--- config.mk ---
export PLATFORM = sky130hd
export DESIGN_NAME = ram_stream_reader_flat
export DESIGN_NICKNAME = d
export VERILOG_FILES = /design/src/rtl/ram_stream_reader_if.sv /design/src/rtl/ram_stream_reader.sv /design/src/flat_wrapper.sv
export SDC_FILE = /design/constraint.sdc
export NUM_CORES = 1
export LEC_CHECK = 0
export BUFFER_PORTS_ARGS = -buffer_cell sky130_fd_sc_hd__buf_2
export CORE_MARGIN = 2
export CORE_UTILIZATION = 30
export CTS_BUF_LIST = sky130_fd_sc_hd__clkbuf_16
export DETAILED_ROUTE_END_ITERATION = 12
export GPL_ROUTABILITY_DRIVEN = 0
export GPL_TIMING_DRIVEN = 0
export MAX_ROUTING_LAYER = met4
export PLACE_DENSITY = 0.52
export REMOVE_ABC_BUFFERS = 1
export SLEW_MARGIN = 10
export SYNTH_ARGS = -nofsm -noshare
export SYNTH_HDL_FRONTEND = slang
export SYNTH_SLANG_ARGS = --single-unit
--- constraint.sdc ---
create_clock -name clock -period 2.9 [get_ports clock]
set_clock_uncertainty 0.1 [all_clocks]
set_input_delay 0.145 -clock clock [delete_from_list [all_inputs] [get_ports clock]]
set_output_delay 0.145 -clock clock [all_outputs]
set_load 0.02 [all_outputs]
--- src/rtl/ram_stream_reader_if.sv ---
// Handshake/bus bundle for ram_stream_reader: command, RAM port-B read side and output stream.
// The reader drives through "master"; the surrounding system/RAM uses "slave".
interface ram_stream_reader_if #(
  parameter int DATA_WIDTH = 64,
  parameter int ADDR_WIDTH = 10,
  parameter int LEN_WIDTH  = 11
);
  logic                  io_start;
  logic [ADDR_WIDTH-1:0] io_base;
  logic [ADDR_WIDTH-1:0] io_stride;
  logic [LEN_WIDTH-1:0]  io_len;
  logic                  io_busy;
  logic                  io_done;
  logic                  io_enb;
  logic [ADDR_WIDTH-1:0] io_addrb;
  logic [DATA_WIDTH-1:0] io_doutb;
  logic                  io_out_valid;
  logic                  io_out_ready;
  logic [DATA_WIDTH-1:0] io_out_data;
  logic                  io_out_last;

  modport master (
    input  io_start, io_base, io_stride, io_len, io_doutb, io_out_ready,
    output io_busy, io_done, io_enb, io_addrb, io_out_valid, io_out_data, io_out_last
  );

  modport slave (
    output io_start, io_base, io_stride, io_len, io_doutb, io_out_ready,
    input  io_busy, io_done, io_enb, io_addrb, io_out_valid, io_out_data, io_out_last
  );
endinterface

--- src/rtl/ram_stream_reader.sv ---
// Strided read sequencer for a 2-cycle-latency RAM port B, streaming the returned words
// through a credit-limited show-ahead FIFO so backpressure never drops a word.
module ram_stream_reader #(
  parameter int DATA_WIDTH = 64,
  parameter int ADDR_WIDTH = 10,
  parameter int LEN_WIDTH  = 11,
  parameter int FIFO_DEPTH = 4
) (
  input logic              clock,
  input logic              reset_n,
  ram_stream_reader_if.master bus
);
  localparam int PTR_W = (FIFO_DEPTH > 1) ? $clog2(FIFO_DEPTH) : 1;
  localparam int CNT_W = $clog2(FIFO_DEPTH + 1);

  typedef enum logic [1:0] {S_IDLE, S_RUN, S_DRAIN, S_DONE} state_t;

  state_t                state_q, state_d;
  logic [ADDR_WIDTH-1:0] addr_q;
  logic [ADDR_WIDTH-1:0] stride_q;
  logic [LEN_WIDTH-1:0]  len_q;
  logic [LEN_WIDTH-1:0]  k_q;
  logic [1:0]            vld_q;
  logic [1:0]            lst_q;
  logic [PTR_W-1:0]      wr_ptr_q, rd_ptr_q;
  logic [CNT_W-1:0]      cnt_q;
  logic [DATA_WIDTH-1:0] mem_q  [FIFO_DEPTH];
  logic                  lmem_q [FIFO_DEPTH];

  logic                  accept, issue, last_issue, push, pop, credit_ok, out_valid;
  logic [CNT_W:0]        occ;

  function automatic logic [PTR_W-1:0] ptr_inc(input logic [PTR_W-1:0] p);
    return (p == PTR_W'(FIFO_DEPTH - 1)) ? '0 : p + PTR_W'(1);
  endfunction

  assign out_valid = (cnt_q != '0);
  assign pop       = out_valid & bus.io_out_ready;
  assign push      = vld_q[1];
  assign accept    = (state_q == S_IDLE) & bus.io_start;

  // Occupancy counts buffered words plus words still inside the RAM pipeline; a pop this
  // cycle frees a slot, and occupancy never exceeds FIFO_DEPTH, so a pop always permits issue.
  assign occ       = {1'b0, cnt_q} + (CNT_W+1)'(vld_q[0]) + (CNT_W+1)'(vld_q[1]);
  assign credit_ok = pop | (occ < (CNT_W+1)'(FIFO_DEPTH));

  always_comb begin
    state_d    = state_q;
    issue      = 1'b0;
    last_issue = 1'b0;
    case (state_q)
      S_IDLE: begin
        if (bus.io_start) state_d = (bus.io_len == '0) ? S_DONE : S_RUN;
      end
      S_RUN: begin
        if (credit_ok) begin
          issue      = 1'b1;
          last_issue = (k_q == len_q - LEN_WIDTH'(1));
          if (last_issue) state_d = S_DRAIN;
        end
      end
      S_DRAIN: begin
        // The last-marked word is the final one queued, so its handshake ends the transfer.
        if (pop && lmem_q[rd_ptr_q]) state_d = S_DONE;
      end
      S_DONE: state_d = S_IDLE;
      default: state_d = S_IDLE;
    endcase
  end

  always_ff @(posedge clock or negedge reset_n) begin
    if (!reset_n) begin
      state_q  <= S_IDLE;
      addr_q   <= '0;
      stride_q <= '0;
      len_q    <= '0;
      k_q      <= '0;
      vld_q    <= '0;
      lst_q    <= '0;
      wr_ptr_q <= '0;
      rd_ptr_q <= '0;
      cnt_q    <= '0;
    end else begin
      state_q <= state_d;
      if (accept) begin
        addr_q   <= bus.io_base;
        stride_q <= bus.io_stride;
        len_q    <= bus.io_len;
        k_q      <= '0;
      end else if (issue) begin
        addr_q <= addr_q + stride_q;
        k_q    <= k_q + LEN_WIDTH'(1);
      end
      vld_q <= {vld_q[0], issue};
      lst_q <= {lst_q[0], last_issue};
      if (push) wr_ptr_q <= ptr_inc(wr_ptr_q);
      if (pop)  rd_ptr_q <= ptr_inc(rd_ptr_q);
      case ({push, pop})
        2'b10:   cnt_q <= cnt_q + CNT_W'(1);
        2'b01:   cnt_q <= cnt_q - CNT_W'(1);
        default: cnt_q <= cnt_q;
      endcase
    end
  end

  // FIFO storage carries data only; validity comes from the reset-controlled count.
  always_ff @(posedge clock) begin
    if (push) begin
      mem_q[wr_ptr_q]  <= bus.io_doutb;
      lmem_q[wr_ptr_q] <= lst_q[1];
    end
  end

  assign bus.io_busy      = (state_q != S_IDLE);
  assign bus.io_done      = (state_q == S_DONE);
  assign bus.io_enb       = issue;
  assign bus.io_addrb     = addr_q;
  assign bus.io_out_valid = out_valid;
  assign bus.io_out_data  = out_valid ? mem_q[rd_ptr_q] : '0;
  assign bus.io_out_last  = out_valid & lmem_q[rd_ptr_q];
endmodule
--- src/flat_wrapper.sv ---
// flat-port wrapper written by rule: the top's interface ports become plain ports
module ram_stream_reader_flat 
#(
  parameter int DATA_WIDTH = 64,
  parameter int ADDR_WIDTH = 10,
  parameter int LEN_WIDTH  = 11,
  parameter int FIFO_DEPTH = 4
)
  (clock, reset_n, bus_io_start, bus_io_base, bus_io_stride, bus_io_len, bus_io_doutb, bus_io_out_ready, bus_io_busy, bus_io_done, bus_io_enb, bus_io_addrb, bus_io_out_valid, bus_io_out_data, bus_io_out_last);
  ram_stream_reader_if #(.DATA_WIDTH(DATA_WIDTH), .ADDR_WIDTH(ADDR_WIDTH), .LEN_WIDTH(LEN_WIDTH)) bus_i ();
  input logic clock;
  input logic reset_n;
  input wire logic [$bits(bus_i.io_start)-1:0] bus_io_start;
  input wire logic [$bits(bus_i.io_base)-1:0] bus_io_base;
  input wire logic [$bits(bus_i.io_stride)-1:0] bus_io_stride;
  input wire logic [$bits(bus_i.io_len)-1:0] bus_io_len;
  input wire logic [$bits(bus_i.io_doutb)-1:0] bus_io_doutb;
  input wire logic [$bits(bus_i.io_out_ready)-1:0] bus_io_out_ready;
  output wire logic [$bits(bus_i.io_busy)-1:0] bus_io_busy;
  output wire logic [$bits(bus_i.io_done)-1:0] bus_io_done;
  output wire logic [$bits(bus_i.io_enb)-1:0] bus_io_enb;
  output wire logic [$bits(bus_i.io_addrb)-1:0] bus_io_addrb;
  output wire logic [$bits(bus_i.io_out_valid)-1:0] bus_io_out_valid;
  output wire logic [$bits(bus_i.io_out_data)-1:0] bus_io_out_data;
  output wire logic [$bits(bus_i.io_out_last)-1:0] bus_io_out_last;
  assign bus_i.io_start = bus_io_start;
  assign bus_i.io_base = bus_io_base;
  assign bus_i.io_stride = bus_io_stride;
  assign bus_i.io_len = bus_io_len;
  assign bus_i.io_doutb = bus_io_doutb;
  assign bus_i.io_out_ready = bus_io_out_ready;
  assign bus_io_busy = bus_i.io_busy;
  assign bus_io_done = bus_i.io_done;
  assign bus_io_enb = bus_i.io_enb;
  assign bus_io_addrb = bus_i.io_addrb;
  assign bus_io_out_valid = bus_i.io_out_valid;
  assign bus_io_out_data = bus_i.io_out_data;
  assign bus_io_out_last = bus_i.io_out_last;
  ram_stream_reader #(.DATA_WIDTH(DATA_WIDTH), .ADDR_WIDTH(ADDR_WIDTH), .LEN_WIDTH(LEN_WIDTH), .FIFO_DEPTH(FIFO_DEPTH)) u_core (.clock(clock), .reset_n(reset_n), .bus(bus_i));
endmodule
==> run summary <==
Yosys printed 0 warnings. Among all flip-flop cells after synthesis, the most frequent one is edfxtp_1. The slowest stage of the critical path belongs to the cell dfrtp_1. The first detailed-routing pass took 4 iterations. The number of H-tree branching levels came out at 2.

The floorplan row count is between 70 and 80. The average cell area after synthesis came out at 16.80 um2. The tightest hold path in the finished design has a slack of about 27 ps.

The power after layout came out at 17270 uW. The worst setup path is launched from a flop. Setup repair after global routing left no endpoint under its margin. The commonest cells after synthesis are edfxtp_1, nand2_1, and2_1. The growth of design area from synthesis to finish came out at 30.08%. The power per unit of standard cell area came out at about 1000 mW/mm2. The worst IR drop on VDD is 0.0006194 V. The biggest fanout along the worst timing path is 20. The die covers approximately 0.045 mm2.

The run finished with clean final reports. Measured along the x axis, the die boundary spans roughly 210 um. The share of synthesized area occupied by flip-flops and latches came out at 70.70%. The count of buffers added on input and output ports is 177. The required time at the worst-slack endpoint came out at 2650 ps. The share of synthesized area spent on multiplexers came out at 11.75%.

The number of antenna violations at the first check in global routing came out at 1. The number of nets in the layout is 1191. The path class of the tightest hold or removal check is input pin to flop.

The xor-xnor portion of the synthesized cell area came out at between 2 and 2.5%. The delay of the slowest critical-path stage is 470 ps. The endpoint arrival time on the critical path is 2380 ps. The library cell occupying the most area in the post-synthesis netlist is edfxtp_1. Setup violations remaining at the end of the flow were counted as 0. The via-per-instance ratio came out at 4.462. The final period demand of the worst path is 2628 ps. The CTS buffer count is 37.

At the pin with the least slew margin, the transition time is 911.9 ps. The core region is ~0.043 mm2. In the final routed layout, each cell accounts on average for 17.16 um.

The synthesized netlist contains 44 unique library cells. The clock transition at the registers of the reported paths came out at 60 ps. The leakage power summed over all cells is 0.006312 uW. Yosys mapped a number of flops with a built-in enable equal to 260. Counting every sink on the clock net gives 315.

The overflow left after global routing came out at 0. Traced cell by cell, the critical path runs through ha_1 > a21o_1 > a21oi_1 > o21ai_2 > buf_8 > clkinvlp_4 > buf_2. The final setup TNS is 0 ps. Summing the areas of all compound-gate instances in the mapped netlist gives 2.408% of the synthesized area. The combined global-route utilization of all metal layers is 13.45%. The area fraction in and, or, nand and nor cells after synthesis is 8.852%. The area of the mapped netlist is ~0.013 mm2. The top achievable clock speed came out at 380.5 MHz. The kind of end point of the critical path is an output port. The number of hold-slack violations in the final timing report came out at 0.

The overall via count from detail_route came out at 7500. The final critical-path share of the clock period is 90.63%. The number of DRC violations after detailed routing came out at 0. The via count of the first global-routing pass was 7763. The first-pass GRT wire length came out at 44750 um. The share of cells above drive strength 1 came out at 30.05%.

The most common cell in the synthesized netlist is edfxtp_1. Of the total synthesized cell area, the portion taken by full adders, half adders and majority gates is 2.524%. Setup slack closes at 271.7 ps. The number of max-slew violations in the final report is 0. After synthesis, the cell types taking the most area are edfxtp_1, mux4_2, dfrtp_1, and2_1, ha_1. The tool flagged a number of max-cap violations equal to 0. The tree is rooted in a clkbuf_16. The floorplan die height is 212.1 um.

After synthesis, the largest family of logic cells by area is multiplexers. The total of flip-flops plus latches after synthesis came out at 315. 178 I/O pins were placed. The half-perimeter wire length after placement came out at 17140 um. The buffers plus inverters on the worst setup path came out at 3. In this run the biggest area consumer among cell types represents 60.10% of the synthesized area.

Wires add up to about 29000 um. Entering global routing, the biggest net connects 56 pins. The buffer levels on the longest clock path is 3. The cell count after synthesis is 773. The initial utilization of the core area, before any placement, comes to 30.29%.

The clock latency at the later pin of the worst-skew pair came out at approximately 540 ps. The family with the most delay on the worst path is buffers and inverters. The antenna violation net count after detailed routing is 0. Measured against its own limit, the worst slew margin works out to between 30% and 40%. The first routing iteration left 460 violations. The async set-or-reset flop fraction in the synthesized netlist came out at 17.46%. Cells fill 39.40% of the core in the end. The post-place setup slack came out at roughly 110 ps. The critical path class is flop to output port.

TritonCTS built the clock tree.
-- worst paths after layout --
path | cells after the start | slack [ps] | end | start
setup / recovery | 7 | 270 | bus_io_enb | u_core.vld_q[1]$_DFF_PN0_
hold / removal | 3 | 30 | u_core.k_q[8]$_DFFE_PN0P_ | bus_io_start
setup reg to reg | 10 | 360 | u_core.k_q[10]$_DFFE_PN0P_ | u_core.vld_q[1]$_DFF_PN0_
hold reg to reg | 0 | 260 | u_core.lst_q[1]$_DFF_PN0_ | u_core.lst_q[0]$_DFF_PN0_
max in group asynchronous | 2 | 2030 | u_core.rd_ptr_q[0]$_DFFE_PN0P_ | reset_n
min in group asynchronous | 2 | 130 | u_core.len_q[9]$_DFFE_PN0P_ | reset_n
-- report_power, final --
part           total [uW]  internal [uW]  switching (uW)
logic                6690           2960            3730
registers            6290           5810             478
clock network        4300           2480            1820
total               17300          11200            6030
-- flip-flops by register name (all words and copies together) (netlist names) --
register	flops
u_core.bus.io_addrb	10
u_core.cnt_q	3
u_core.k_q	11
u_core.len_q	11
u_core.lmem_q	4
u_core.lst_q	2
u_core.mem_q	256
u_core.rd_ptr_q	2
u_core.state_q	2
u_core.stride_q	10
u_core.vld_q	2
u_core.wr_ptr_q	2
-- cell type report --
class,count,area (um2)
Antenna cell,1,2.502
Clock buffer,38,950.9
Clock inverter,29,183.9
Fill cell,4014,25990
Inverter,18,71.32
Multi-Input combinational cell,404,3608
Sequential cell,315,9191
Tap cell,585,732.0
Timing Repair Buffer,291,2157
-- routing by layer --
layer | wire length (um) | global-route usage (%) | up-vias
li1 | - | - | 3514
met1 | 13150 | 16.95 | 3781
met2 | 13580 | 21.45 | 167
met3 | 1673 | 3.840 | 38
met4 | 444 | 3.327 | 0
met5 | 0 | - | -
-- worst min-delay path, delay by kind of cell --
family,cells,cell delay [ps]
AOI/OAI and AO/OA,1,70
buffers and inverters,1,90
and+or+nand+nor,1,310
-- kinds of logic (layout without fill, tap and decap cells) --
family / Yosys count / after routing
compound gates: 53 / 53
fa+ha+maj: 25 / 25
mux: 71 / 71
xor+xnor: 31 / 31
flops: 315 / 315
simple gates: 224 / 224
other cells: 0 / 1
buf+inv: 54 / 376
-- layout by cell type, fill, tap and decap left out, types with 7 or more instances in the layout --
master,count
a21oi_1,15
and2_1,66
buf_16,7
buf_2,176
buf_4,9
clkbuf_16,38
clkinv_2,7
dfrtp_1,53
dlygate4sd3_1,96
edfxtp_1,260
ha_1,23
inv_1,27
mux4_2,65
nand2_1,75
nand3_1,8
nor2_1,26
nor3_1,11
o21ai_0,18
xnor2_1,17
xor2_1,14
-- stage by stage --
| step | cells | instance area [um2] |
|---|---|---|
| after CTS | 1676 | 16860 |
| after global routing | 1681 | 16900 |
| after detailed placement | 1508 | 14720 |
| after global placement | 1499 | 14460 |
| after floorplan | 737 | 12840 |
| final | 1681 | 16900 |
-- timing repair --
action / 4_1_cts / 5_1_grt
setup endpoints to repair: 37 / 1
hold buffers: 96 / 0
buffers inserted: 5 / 4
hold endpoints to repair: 343 / 0
gates cloned: 0 / 0
resized for setup: 1 / 0
Power figures use the tool's default switching activity.
